`config.mk`:
```
export PLATFORM = sky130hd
export DESIGN_NAME = nibble_serial_adder_ctrl
export DESIGN_NICKNAME = d
export VERILOG_FILES = /design/src/rtl/nibble_serial_adder_ctrl_pkg.sv /design/src/rtl/nibble_serial_adder_ctrl_add4_slice.sv /design/src/rtl/nibble_serial_adder_ctrl.sv
export SDC_FILE = /design/constraint.sdc
export NUM_CORES = 1
export LEC_CHECK = 0
export ABC_AREA = 1
export CORE_UTILIZATION = 50
export DETAILED_ROUTE_END_ITERATION = 7
export GPL_ROUTABILITY_DRIVEN = 0
export HOLD_SLACK_MARGIN = 0.06
export PLACE_DENSITY_LB_ADDON = 0.12
export SLEW_MARGIN = 20
export SYNTH_ARGS = -nofsm -noshare
export SYNTH_HDL_FRONTEND = slang
export SYNTH_SLANG_ARGS = --single-unit
```
`constraint.sdc`:
```
create_clock -name clk -period 2.85 [get_ports clk]
set_input_delay 0.57 -clock clk [delete_from_list [all_inputs] [get_ports clk]]
set_output_delay 0.57 -clock clk [all_outputs]
set_load 0.05 [all_outputs]
```
`src/rtl/nibble_serial_adder_ctrl_pkg.sv`:
```
// ---------------------------------------------------------------------------
// nibble_serial_adder_ctrl_pkg
// Shared definitions for the nibble-serial adder/subtractor:
//   state_t   - controller state encoding (IDLE / RUN / DONE)
//   NIBBLE_W  - width of the shared adder slice
//   clog2     - ceiling log2 used to size the nibble index counter
// ---------------------------------------------------------------------------
package nibble_serial_adder_ctrl_pkg;

   typedef enum logic [1:0] {
      ST_IDLE = 2'd0,
      ST_RUN  = 2'd1,
      ST_DONE = 2'd2
   } state_t;

   localparam int NIBBLE_W = 4;

   // Ceiling log2, clamped to at least 1 so a counter is never zero bits wide.
   function automatic int clog2(input int v);
      int r;
      int p;
      r = 0;
      p = 1;
      while (p < v) begin
         p = p * 2;
         r = r + 1;
      end
      return (r < 1) ? 1 : r;
   endfunction

endpackage

```
`src/rtl/nibble_serial_adder_ctrl_add4_slice.sv`:
```
// ---------------------------------------------------------------------------
// add4_slice
// Combinational 4-bit ripple-carry adder: {o_cout, o_s} = i_a + i_b + i_cin.
// Ports:
//   i_a, i_b  4-bit addends
//   i_cin     carry in
//   o_s       4-bit sum
//   o_cout    carry out
// ---------------------------------------------------------------------------
module add4_slice
   import nibble_serial_adder_ctrl_pkg::*;
(
   input  logic [NIBBLE_W-1:0] i_a,
   input  logic [NIBBLE_W-1:0] i_b,
   input  logic                i_cin,
   output logic [NIBBLE_W-1:0] o_s,
   output logic                o_cout
);

   logic [NIBBLE_W:0] w_full;

   assign w_full = {1'b0, i_a} + {1'b0, i_b} + {{NIBBLE_W{1'b0}}, i_cin};
   assign o_s    = w_full[NIBBLE_W-1:0];
   assign o_cout = w_full[NIBBLE_W];

endmodule

```
`src/rtl/nibble_serial_adder_ctrl.sv`:
```
// ---------------------------------------------------------------------------
// nibble_serial_adder_ctrl
// Multi-cycle WIDTH-bit adder/subtractor that reuses one 4-bit adder slice,
// stepping LSB nibble first with a registered carry between steps.
// Ports:
//   clk    rising-edge clock
//   rst    synchronous active-high reset (aborts any operation)
//   start  operation request, sampled only while idle
//   sub    0: a+b+cin   1: a-b-cin
//   a, b   WIDTH-bit operands, latched when start is accepted
//   cin    carry-in (add) / borrow-in (sub)
//   busy   high while running and during the done cycle
//   done   one-cycle pulse; sum/cout/ovf valid from here until next start
//   sum    WIDTH-bit result
//   cout   carry out of the MSB (sub: 1 = no borrow)
//   ovf    two's-complement signed overflow
// ---------------------------------------------------------------------------
module nibble_serial_adder_ctrl
   import nibble_serial_adder_ctrl_pkg::*;
#(
   parameter int WIDTH = 16
)
(
   input  logic             clk,
   input  logic             rst,
   input  logic             start,
   input  logic             sub,
   input  logic [WIDTH-1:0] a,
   input  logic [WIDTH-1:0] b,
   input  logic             cin,
   output logic             busy,
   output logic             done,
   output logic [WIDTH-1:0] sum,
   output logic             cout,
   output logic             ovf
);

   localparam int NIB   = WIDTH / NIBBLE_W;
   localparam int IDX_W = clog2(NIB);

   state_t              r_state;
   state_t              w_state_nxt;
   logic [IDX_W-1:0]    r_idx;
   logic                r_carry;
   logic [WIDTH-1:0]    r_a;
   logic [WIDTH-1:0]    r_beff;
   logic [WIDTH-1:0]    r_sum;
   logic                r_cout;
   logic                r_ovf;

   logic [NIBBLE_W-1:0] w_a_nib;
   logic [NIBBLE_W-1:0] w_b_nib;
   logic [NIBBLE_W-1:0] w_s;
   logic                w_c;
   logic                w_last;
   logic [WIDTH-1:0]    w_sum_nxt;

   assign w_last = (r_idx == IDX_W'(NIB - 1));

   // Select the current nibble of each operand and splice the slice result
   // back into the matching nibble of the running sum.
   always_comb begin
      w_a_nib   = '0;
      w_b_nib   = '0;
      w_sum_nxt = r_sum;
      for (int k = 0; k < NIB; k++) begin
         if (r_idx == IDX_W'(k)) begin
            w_a_nib = r_a[k*NIBBLE_W +: NIBBLE_W];
            w_b_nib = r_beff[k*NIBBLE_W +: NIBBLE_W];
            w_sum_nxt[k*NIBBLE_W +: NIBBLE_W] = w_s;
         end
      end
   end

   add4_slice u_slice (
      .i_a    (w_a_nib),
      .i_b    (w_b_nib),
      .i_cin  (r_carry),
      .o_s    (w_s),
      .o_cout (w_c)
   );

   // State register
   always_ff @(posedge clk) begin
      if (rst) begin
         r_state <= ST_IDLE;
      end else begin
         r_state <= w_state_nxt;
      end
   end

   // Next-state logic
   always_comb begin
      w_state_nxt = r_state;
      case (r_state)
         ST_IDLE: if (start)  w_state_nxt = ST_RUN;
         ST_RUN:  if (w_last) w_state_nxt = ST_DONE;
         ST_DONE: w_state_nxt = ST_IDLE;
         default: w_state_nxt = ST_IDLE;
      endcase
   end

   // Datapath: operand capture, nibble stepping, final flags
   always_ff @(posedge clk) begin
      if (rst) begin
         r_idx   <= '0;
         r_carry <= 1'b0;
         r_sum   <= '0;
         r_cout  <= 1'b0;
         r_ovf   <= 1'b0;
      end else begin
         case (r_state)
            ST_IDLE: begin
               if (start) begin
                  r_a     <= a;
                  // Subtraction is a + ~b + ~borrow, so invert B and the carry-in.
                  r_beff  <= b ^ {WIDTH{sub}};
                  r_carry <= cin ^ sub;
                  r_sum   <= '0;
                  r_idx   <= '0;
               end
            end
            ST_RUN: begin
               r_sum   <= w_sum_nxt;
               r_carry <= w_c;
               if (w_last) begin
                  r_cout <= w_c;
                  r_ovf  <= (r_a[WIDTH-1] == r_beff[WIDTH-1]) &&
                            (w_s[NIBBLE_W-1] != r_a[WIDTH-1]);
                  r_idx  <= '0;
               end else begin
                  r_idx  <= r_idx + 1'b1;
               end
            end
            default: ;
         endcase
      end
   end

   assign busy = (r_state != ST_IDLE);
   assign done = (r_state == ST_DONE);
   assign sum  = r_sum;
   assign cout = r_cout;
   assign ovf  = r_ovf;

endmodule

```
==> run summary <==
Synth Register Bits -> 55
Gate Count Post-Synth -> 249
grt ovf -> 0
setup TNS -> 0 ns
Routed WL -> 4.94 mm
commonest cells in the netlist -> nand2_1, edfxtp_1, nor2_1
clock skew -> 0.00593 ns
die area -> 0.00547 mm²
Setup WS pre-CTS -> 0.127 ns
post-synth top area share -> 37.1%
via/cell ratio -> 4.94
Crit. path cell count -> 11
first-pass GRT wire length -> 8.45 mm
antenna violations before repair -> 0
number of diodes -> 0
Post-synth EDFFs -> 32
Routed wire per std cell -> 13.0 µm
ANT nets after route -> 0
fin crit share -> 92.4%
Highest Clock Rate -> 0.380 GHz
Worst R2R Path Depth -> 11
Crit Path Class -> flop to flop
status -> finished, final reports clean
CTS tree -> yes
worst hold slack -> 0.484 ns
Cell variety after synth -> 32
gr usage total -> 21.0%
endpoints failing setup -> 0
slack of the critical path -> 0.217 ns
num rows -> 25
Die H -> 73.9 µm
crit path DAT -> 2.84 ns
io pins -> 57
top cells by area, synth -> edfxtp_1, dfxtp_1, xor2_1
max-slew violations -> 0
cts bufs inserted -> 5
Initial Util -> 53.4%
first drt pass iteration count -> 4
Starting DRT DRC Count -> 84
CP most frequent cell -> o21ai_0
slowest cell on the critical path -> fa_2
Vias -> 1881
Worst-path clk slew -> 0.10 ns
crit start category -> flop
Max FO, Critical Path -> 5
CTS Root Cell -> clkbuf_8
Mapped Nets -> 295
area leader, netlist -> edfxtp_1
final hold vios -> 0
Critical Path End Type -> flop
Die X -> 73.9 µm
# Max-Cap Violations -> 0
Power Total -> 1.90 mW
CTS H-tree lvls -> 2
Leakage -> 1.31 nW
Max IR drop VDD -> 0.000354 V
most instantiated library cell after synthesis -> nand2_1
RSZ-0062 raised after global routing -> false
Clock Tree Buf Depth -> 2
Top delay family on crit path -> adder cells
Residual DRC -> 0
Cell Pwr Density -> 562 mW/mm²
Buf/Inv on CP -> 1
worst path cell trace -> inv_1, ha_2, nor2_4, a22oi_1, o21ai_0, o21ai_1, fa_1, fa_2, nor2_2, o21ai_0, nor2_1
fraction of layout cells with a size suffix above 1 -> 18.2%
Synth Warn # -> 0
cell area after synthesis -> 0.00259 mm²
vias in the first global route -> 1846
Final min period -> 2.63 ns
Avg Synthesized Cell Area -> 10.4 µm²
Largest stage delay, worst path -> 0.55 ns
Max-slew headroom -> 66.2%
Post-DP HPWL -> 3.86 mm
Clock Latency Late Sink -> 0.31 ns
hold_buf cts -> 0
hold path cells -> 2
Seq/Total Area, Yosys -> 54.9%
worst path required time -> 3.05 ns
Synth Flop Type -> edfxtp_1
Final nets -> 359
ys async rst share -> 0%
final core utilization -> 69.5%
clk sinks -> 55
Hold Path Class -> flop to flop
slew at the pin with the worst max-slew slack -> 0.506 ns
CORE AREA -> 0.00485 mm²
area grow syn2layout -> 30.3%
port bufs -> 56
largest net degree at the start of global routing -> 33
[flip-flops by register name, indices dropped and copies added, names as in the netlist]
| register | cells |
|---|---|
| sum | 16 |
| r_beff | 16 |
| r_a | 16 |
| ovf | 1 |
| cout | 1 |
| r_idx | 2 |
| r_state | 2 |
| r_carry | 1 |
[cells in the final DEF (no fill, tap or decap)]
cell             instances
fa_2                     1
clkinv_2                 2
o21ai_1                  6
dfxtp_2                  1
nor3_1                   1
o21ai_4                  3
clkbuf_8                 5
a21oi_2                  4
a21oi_1                 13
nand2_1                 39
inv_2                   10
nand2_4                  3
bufinv_8                 1
a22oi_2                  1
nor2_4                   2
fa_1                     1
ha_2                     2
o21a_1                   1
o221ai_1                 1
inv_1                    9
o21ai_2                  5
nor2_2                   2
nand3_2                  1
nand3_1                  7
a22oi_1                  5
ha_4                     1
edfxtp_1                32
clkdlybuf4s50_1         56
o211ai_1                 2
a21oi_4                  1
inv_4                    4
ha_1                     4
o21ai_0                 12
xor2_1                  17
dfxtp_1                 22
buf_4                    8
nor2_1                  29
[timing repair]
item | CTS | global route
resized for setup | 0 | 9
endpoints found under the setup margin | 0 | 14
buffers inserted | 0 | 0
[stage by stage]
stage	std cells	area, µm²
after floorplan	249	2590
after global placement	373	3250
final	381	3370
after detailed placement	373	3250
after CTS	381	3350
after global routing	381	3370
[cell type report]
| cell class | count | area (µm²) |
|---|---|---|
| Fill cell | 382 | 1480 |
| Sequential cell | 55 | 1420 |
| Multi-Input combinational cell | 164 | 1050 |
| Timing Repair Buffer | 64 | 621 |
| Inverter | 23 | 95.1 |
| Tap cell | 67 | 83.8 |
| Clock buffer | 5 | 68.8 |
| Clock inverter | 3 | 28.8 |
[power breakdown]
| group | leakage (nW) | total, mW | internal (mW) | switching, mW |
|---|---|---|---|---|
| logic | 0.771 | 0.507 | 0.201 | 0.306 |
| registers | 0.486 | 0.922 | 0.897 | 0.0249 |
| clock network | 0.0571 | 0.467 | 0.215 | 0.252 |
[cell families (layout without fill, tap and decap cells)]
| group | Yosys count | count (layout) | synth area share, % |
|---|---|---|---|
| DFF | 55 | 55 | 54.9 |
| xor gates and xnor gates | 17 | 17 | 5.75 |
| adders and majority gates | 9 | 9 | 4.93 |
| buffers and inverters | 30 | 95 | 5.42 |
| and+or+nand+nor | 84 | 84 | 14.3 |
| AOI/OAI and AO/OA | 54 | 54 | 14.7 |
[path summary, 6_finish.rpt]
check	from	end	slack (ns)
min	sum[2]$_SDFFE_PP0P_	sum[2]$_SDFFE_PP0P_	0.48
max	r_idx[1]$_SDFFE_PP0P_	sum[9]$_SDFFE_PP0P_	0.22
min reg2reg	sum[2]$_SDFFE_PP0P_	sum[2]$_SDFFE_PP0P_	0.48
max reg2reg	r_idx[1]$_SDFFE_PP0P_	sum[9]$_SDFFE_PP0P_	0.22
[worst min-delay path: cells and delay by family (launching register included)]
family          cells  cell delay (ns)
compound gates      1             0.05
simple gates        1             0.08
flops               1             0.32
[routing by layer]
layer	vias up	GRT usage [%]	share of wire [%]
li1	959	-	-
met1	860	25.8	44
met2	53	35.9	51
met3	9	5.01	3.5
met4	0	7.91	2.2
met5	-	0	0
(Power assumes the default switching activity.)
